[src/rtl/watch_pkg.sv]
// Shared types and helpers for the watch front end: key FSM state encoding
// and millisecond-to-cycle conversion used to size debounce and hold timers.
package watch_pkg;

  localparam int unsigned IN_CLK_HZ_DEFAULT = 50_000_000;

  typedef enum logic [2:0] {
    IDLE,
    DB_PRESS,
    PRESSED,
    LONG,
    DB_RELEASE
  } key_state_t;

  function automatic int unsigned ms_to_cycles(input int unsigned clk_hz,
                                               input int unsigned ms);
    return clk_hz / 1000 * ms;
  endfunction

endpackage

[src/rtl/key_channel.sv]
// One push-button channel: two-flop synchroniser, press/release debounce and
// short/long press classification with registered pulse and level outputs.
module key_channel
  import watch_pkg::*;
#(
  parameter int unsigned DB_CYC     = 4,
  parameter int unsigned LONG_CYC   = 20,
  parameter bit          ACTIVE_LOW = 1'b1
) (
  input  logic clk,
  input  logic rst_n,
  input  logic key_raw,
  output logic key_first,
  output logic key_long,
  output logic key_short
);

  localparam int DB_W   = $clog2(DB_CYC);
  localparam int LONG_W = $clog2(LONG_CYC);
  localparam logic [DB_W-1:0]   DB_LAST   = DB_W'(DB_CYC - 1);
  localparam logic [LONG_W-1:0] LONG_LAST = LONG_W'(LONG_CYC - 1);

  if (DB_CYC < 2 || LONG_CYC <= DB_CYC) begin : g_bad_params
    $error("key_channel: need DB_CYC >= 2 and LONG_CYC > DB_CYC");
  end

  logic sync_q1;
  logic sync_q2;
  logic act;

  // NOTE: every clocked block uses non-blocking assignments so all flops
  // sample the same pre-edge values; blocking here would collapse the chain.
  always_ff @(posedge clk or negedge rst_n) begin
    if (!rst_n) begin
      sync_q1 <= ACTIVE_LOW;
      sync_q2 <= ACTIVE_LOW;
    end else begin
      sync_q1 <= key_raw;
      sync_q2 <= sync_q1;
    end
  end

  assign act = sync_q2 ^ ACTIVE_LOW;

  key_state_t          state;
  logic [DB_W-1:0]     db_cnt;
  logic [LONG_W-1:0]   hold_cnt;
  logic                from_long;

  // Counters only advance below their terminal value, so they never wrap.
  always_ff @(posedge clk or negedge rst_n) begin
    if (!rst_n) begin
      state     <= IDLE;
      db_cnt    <= '0;
      hold_cnt  <= '0;
      from_long <= 1'b0;
      key_first <= 1'b0;
      key_long  <= 1'b0;
      key_short <= 1'b0;
    end else begin
      key_first <= 1'b0;
      key_short <= 1'b0;
      case (state)
        IDLE: begin
          if (act) begin
            state  <= DB_PRESS;
            db_cnt <= '0;
          end
        end
        DB_PRESS: begin
          if (!act) begin
            state <= IDLE;
          end else if (db_cnt == DB_LAST) begin
            state     <= PRESSED;
            hold_cnt  <= '0;
            key_first <= 1'b1;
          end else begin
            db_cnt <= db_cnt + DB_W'(1);
          end
        end
        PRESSED: begin
          if (!act) begin
            state     <= DB_RELEASE;
            db_cnt    <= '0;
            from_long <= 1'b0;
          end else if (hold_cnt == LONG_LAST) begin
            state    <= LONG;
            key_long <= 1'b1;
          end else begin
            hold_cnt <= hold_cnt + LONG_W'(1);
          end
        end
        LONG: begin
          if (!act) begin
            state     <= DB_RELEASE;
            db_cnt    <= '0;
            from_long <= 1'b1;
          end
        end
        DB_RELEASE: begin
          // A bounce back to pressed resumes the hold timer where it stopped.
          if (act) begin
            state <= from_long ? LONG : PRESSED;
          end else if (db_cnt == DB_LAST) begin
            state     <= IDLE;
            key_long  <= 1'b0;
            key_short <= ~from_long;
          end else begin
            db_cnt <= db_cnt + DB_W'(1);
          end
        end
        default: begin
          state    <= IDLE;
          key_long <= 1'b0;
        end
      endcase
    end
  end

endmodule

[src/rtl/key_press_detect.sv]
// Multi-key front end: one independent debounce/classify channel per button,
// producing press pulses, hold levels and short-release pulses for the watch.
module key_press_detect
  import watch_pkg::*;
#(
  parameter int unsigned NUM_KEYS       = 2,
  parameter int unsigned IN_CLK_HZ      = IN_CLK_HZ_DEFAULT,
  parameter int unsigned DEBOUNCE_MS    = 20,
  parameter int unsigned LONG_MS        = 1000,
  parameter bit          KEY_ACTIVE_LOW = 1'b1
) (
  input  logic                clk,
  input  logic                rst_n,
  input  logic [NUM_KEYS-1:0] key_raw,
  output logic [NUM_KEYS-1:0] key_first,
  output logic [NUM_KEYS-1:0] key_long,
  output logic [NUM_KEYS-1:0] key_short
);

  localparam int unsigned DB_CYC   = ms_to_cycles(IN_CLK_HZ, DEBOUNCE_MS);
  localparam int unsigned LONG_CYC = ms_to_cycles(IN_CLK_HZ, LONG_MS);

  for (genvar i = 0; i < NUM_KEYS; i++) begin : g_key
    key_channel #(
      .DB_CYC    (DB_CYC),
      .LONG_CYC  (LONG_CYC),
      .ACTIVE_LOW(KEY_ACTIVE_LOW)
    ) u_channel (
      .clk      (clk),
      .rst_n    (rst_n),
      .key_raw  (key_raw[i]),
      .key_first(key_first[i]),
      .key_long (key_long[i]),
      .key_short(key_short[i])
    );
  end

endmodule
[config.mk]
export PLATFORM = sky130hd
export DESIGN_NAME = key_press_detect
export DESIGN_NICKNAME = d
export VERILOG_FILES = /design/src/rtl/watch_pkg.sv /design/src/rtl/key_channel.sv /design/src/rtl/key_press_detect.sv
export SDC_FILE = /design/constraint.sdc
export NUM_CORES = 1
export LEC_CHECK = 0
export BUFFER_PORTS_ARGS = -buffer_cell sky130_fd_sc_hd__buf_2
export CAP_MARGIN = 10
export CORE_UTILIZATION = 49
export CTS_CLUSTER_DIAMETER = 200
export DETAILED_ROUTE_END_ITERATION = 8
export PLACE_DENSITY = 0.69
export SLEW_MARGIN = 10
export SYNTH_ARGS = -nofsm -noshare
export SYNTH_HDL_FRONTEND = slang
export SYNTH_HIERARCHICAL = 1
export SYNTH_SLANG_ARGS = --single-unit
[constraint.sdc]
create_clock -name clk -period 3.65 [get_ports clk]
set_clock_uncertainty 0.15 [all_clocks]
set_input_delay 0.365 -clock clk [delete_from_list [all_inputs] [get_ports clk]]
set_output_delay 0.365 -clock clk [all_outputs]
set_load 0.01 [all_outputs]
==> results.json <==
{
  "rsz0062_at_grt": "false",
  "ys_types": 69,
  "drc": 0,
  "clockRootBuffer": "clkbuf_16",
  "vias": 5463,
  "syn_area_per_cell_sq_um": 8.68,
  "seq_area_frac_synth_pct": 44.6,
  "fp.dieH_um": 114,
  "final_area_sq_um": 6670,
  "pin_count": 10,
  "worstMarginPinSlew_ns": 1.14,
  "leakage_nw": 2.66,
  "yosys_most_used_dff": "dfrtp_1",
  "synthesis.area_sq_um": 6180,
  "grt_use_total_pct": 23.3,
  "slew_headroom_pct": 23.8,
  "fin_crit_sh_pct": 84.6,
  "cts_buffers": 9,
  "startpoint_type": "register",
  "place_area_sq_um": 6310,
  "fin_setup_tns_ns": 0,
  "critical_path_class": "reg2reg",
  "cp-end-kind": "register",
  "synthesis.nets": 720,
  "die-area_sq_um": 13100,
  "ant_nets": 0,
  "antenna_found_initial": 0,
  "grt_pass1_wl_um": 24400,
  "cts-resized-gates": 0,
  "ys_async_sr_fraction_pct": 100,
  "critPathMaxFanout": 24,
  "htreeDepth": 3,
  "cts_num_sinks": 110,
  "critPathRequiredTime_ns": 3.77,
  "viasPerCell": 6.24,
  "setup-violations-final": 0,
  "die_w_um": 114,
  "drtIter0Drc": 402,
  "synthToLayoutAreaGrowth_pct": 7.96,
  "synth_edf_count": 0,
  "ys_warn_count": 6,
  "clk_pin_slew_ns": 0.07,
  "initial_utilization_pct": 50.8,
  "hpwl_um": 9330,
  "gp_congestion": 0.914,
  "fillers": 1082,
  "timing.critical_path.from": "g_key[1].u_channel/hold_cnt[7]",
  "clockBufferDepth": 2,
  "grt_pass1_vias": 5200,
  "syn_inst": 712,
  "max_cap_viol_count": 0,
  "period_needed_ns": 3.09,
  "drive_above_1_share_pct": 8.33,
  "r2r_slack_ns": 0.56,
  "portBuffers": 9,
  "core_sq_um": 12200,
  "regToRegStartpoint": "g_key[1].u_channel/hold_cnt[7]",
  "cts_tree": "done",
  "final_nets": 711,
  "dr.pass1.iters": 5,
  "placement_rows": 40,
  "ys_ff_latch": 110,
  "powerDensity_nw_per_um2": 388,
  "grt_overflow_total": 0,
  "grt_max_degree": 59,
  "finalMaxSlewViolations": 0,
  "crit_arrival_ns": 3.21,
  "hold_start": "g_key[0].u_channel/sync_q1",
  "run_status": "completed",
  "clock_latency_ns": 0.36,
  "hold_viol": 0,
  "wl_um": 13900,
  "ir_drop_v": 0.000266,
  "diodes": 0,
  "holdCritPathClass": "reg2reg",
  "fmax_mhz": 324,
  "routedWlPerCell_um": 15.9
}
-- what timing repair did --
item | in CTS | in global routing
hold buffers | 3 | 0
setup buffers | 0 | 0
hold endpoints to repair | 56 | 0
-- worst paths after layout --
check	to	cells after the start
min in group asynchronous	g_key[0].u_channel/db_cnt[12]	2
worst min-delay path	g_key[0].u_channel/sync_q2	0
max in group asynchronous	g_key[0].u_channel/sync_q2	3
worst max-delay path	g_key[1].u_channel/hold_cnt[17]	5
worst min register to register	g_key[0].u_channel/sync_q2	0
worst max register to register	g_key[1].u_channel/hold_cnt[17]	5
-- layer usage --
| layer | wire, um | vias to the layer above | track usage, % |
|---|---|---|---|
| li1 | - | 2637 | - |
| met1 | 6420 | 2676 | 30.5 |
| met5 | 0 | - | 0 |
| met2 | 6610 | 132 | 37.7 |
| met3 | 672 | 18 | 5.66 |
| met4 | 216 | 0 | 8.31 |
-- where the power goes --
part           internal, mW  leakage, nW  switching [mW]
clock network         0.626        0.163           0.468
logic                0.0745        0.981           0.120
registers              1.25         1.51          0.0507
total                  1.95         2.66           0.639
-- cells by family (layout without fill, tap and decap cells) --
kind of cell / after synthesis / count (layout) / synth area share [%]
xor gates and xnor gates: 16 / 16 / 2.27
and+or+nand+nor: 325 / 325 / 27.1
adders and majority gates: 4 / 4 / 0.810
AOI/OAI and AO/OA: 198 / 198 / 20.3
buffers and inverters: 53 / 49 / 3.87
muxes: 6 / 6 / 1.03
DFF: 110 / 110 / 44.6
-- synth_stat cells, types with 2 or more instances --
cell type,count,area (sq um)
or3_1,9,56.3
a22o_1,2,17.5
or2_2,5,31.3
and4_1,7,61.3
nand2b_1,8,50.1
nor4b_1,5,43.8
and2_1,6,37.5
mux2_2,3,33.8
o21ai_0,61,305
dfrtp_1,106,2650
and3_1,16,100
o41ai_1,4,35.0
nand3b_1,2,15.0
dfstp_2,4,105
nor4_1,11,68.8
clkbuf_1,26,97.6
a211o_1,3,26.3
a21o_1,2,15.0
or4_1,3,22.5
buf_6,3,33.8
xor2_1,5,43.8
inv_1,12,45.0
buf_2,10,50.1
a41oi_1,9,78.8
a31oi_1,45,282
o211ai_1,3,22.5
nor4bb_1,3,30.0
o31ai_1,13,97.6
o21a_1,2,15.0
a21oi_1,34,170
o211ai_2,2,25.0
nand3_1,39,195
nor2_1,72,270
mux2i_1,3,30.0
nor3_1,21,105
o21ai_1,2,10.0
a211oi_1,2,15.0
xnor2_1,11,96.3
nand4_1,25,156
nand3_2,2,20.0
ha_1,4,50.1
nand2_1,76,285
nor2b_1,5,31.3
-- registers in the layout, indices dropped and copies added (netlist names) --
name                       flops
g_key.u_channel/sync_q2        2
g_key.u_channel/from_long      2
g_key.u_channel/key_first      2
g_key.u_channel/key_short      2
g_key.u_channel/key_long       2
g_key.u_channel/state          6
g_key.u_channel/db_cnt        40
g_key.u_channel/sync_q1        2
g_key.u_channel/hold_cnt      52
-- through the flow --
step	power (mW)	instances	setup slack [ns]	util [%]	hold slack, ns
CTS	2.62	876	0.568	54.8	0.207
floorplan	1.45	712	1.03	-	-0.0806
global placement	1.51	857	0.668	51.9	0.197
finish	2.59	876	0.561	54.8	0.207
global route	2.70	876	0.464	54.8	0.207
detailed placement	1.52	857	0.578	51.9	0.199
-- critical path: stages (launching register included) --
cell	delay [ns]
dfrtp_1	0.47
or4b_1	0.52
or4_4	0.55
o31a_1	0.62
a31o_4	0.45
a31oi_1	0.23
-- placed cells by master, fill, tap and decap left out, types with 3 or more instances in the layout --
cell and n:
dfstp_2 4, a211o_1 3, nor4_1 11, dlygate4sd3_1 3
a41oi_1 9, mux2i_1 3, xor2_1 5, buf_2 8
or4_1 3, dfrtp_1 106, nand2_1 76, ha_1 4
o41ai_1 4, or2_2 5, and4_1 7, a31oi_1 45
o31ai_1 13, o21ai_0 61, nor2_1 72, clkbuf_16 9
inv_1 12, nor3_1 21, a21oi_1 34, nor4bb_1 3
buf_4 10, nand4_1 25, or3_1 9, xnor2_1 11
nand3_1 39, and2_1 6, nor4b_1 5, nand2b_1 8
and3_1 16, mux2_2 3, o211ai_1 3, nor2b_1 5
-- final cells by class --
cell class / count / area [sq um] / area share (%)
Clock buffer: 10 / 239 / 3.58
Tap cell: 168 / 210 / 3.15
Timing Repair Buffer: 21 / 145 / 2.18
Multi-Input combinational cell: 549 / 3180 / 47.7
Inverter: 12 / 45.0 / 0.675
Clock inverter: 6 / 91.3 / 1.37
Sequential cell: 110 / 2760 / 41.3
Power figures use the tool's default switching activity.
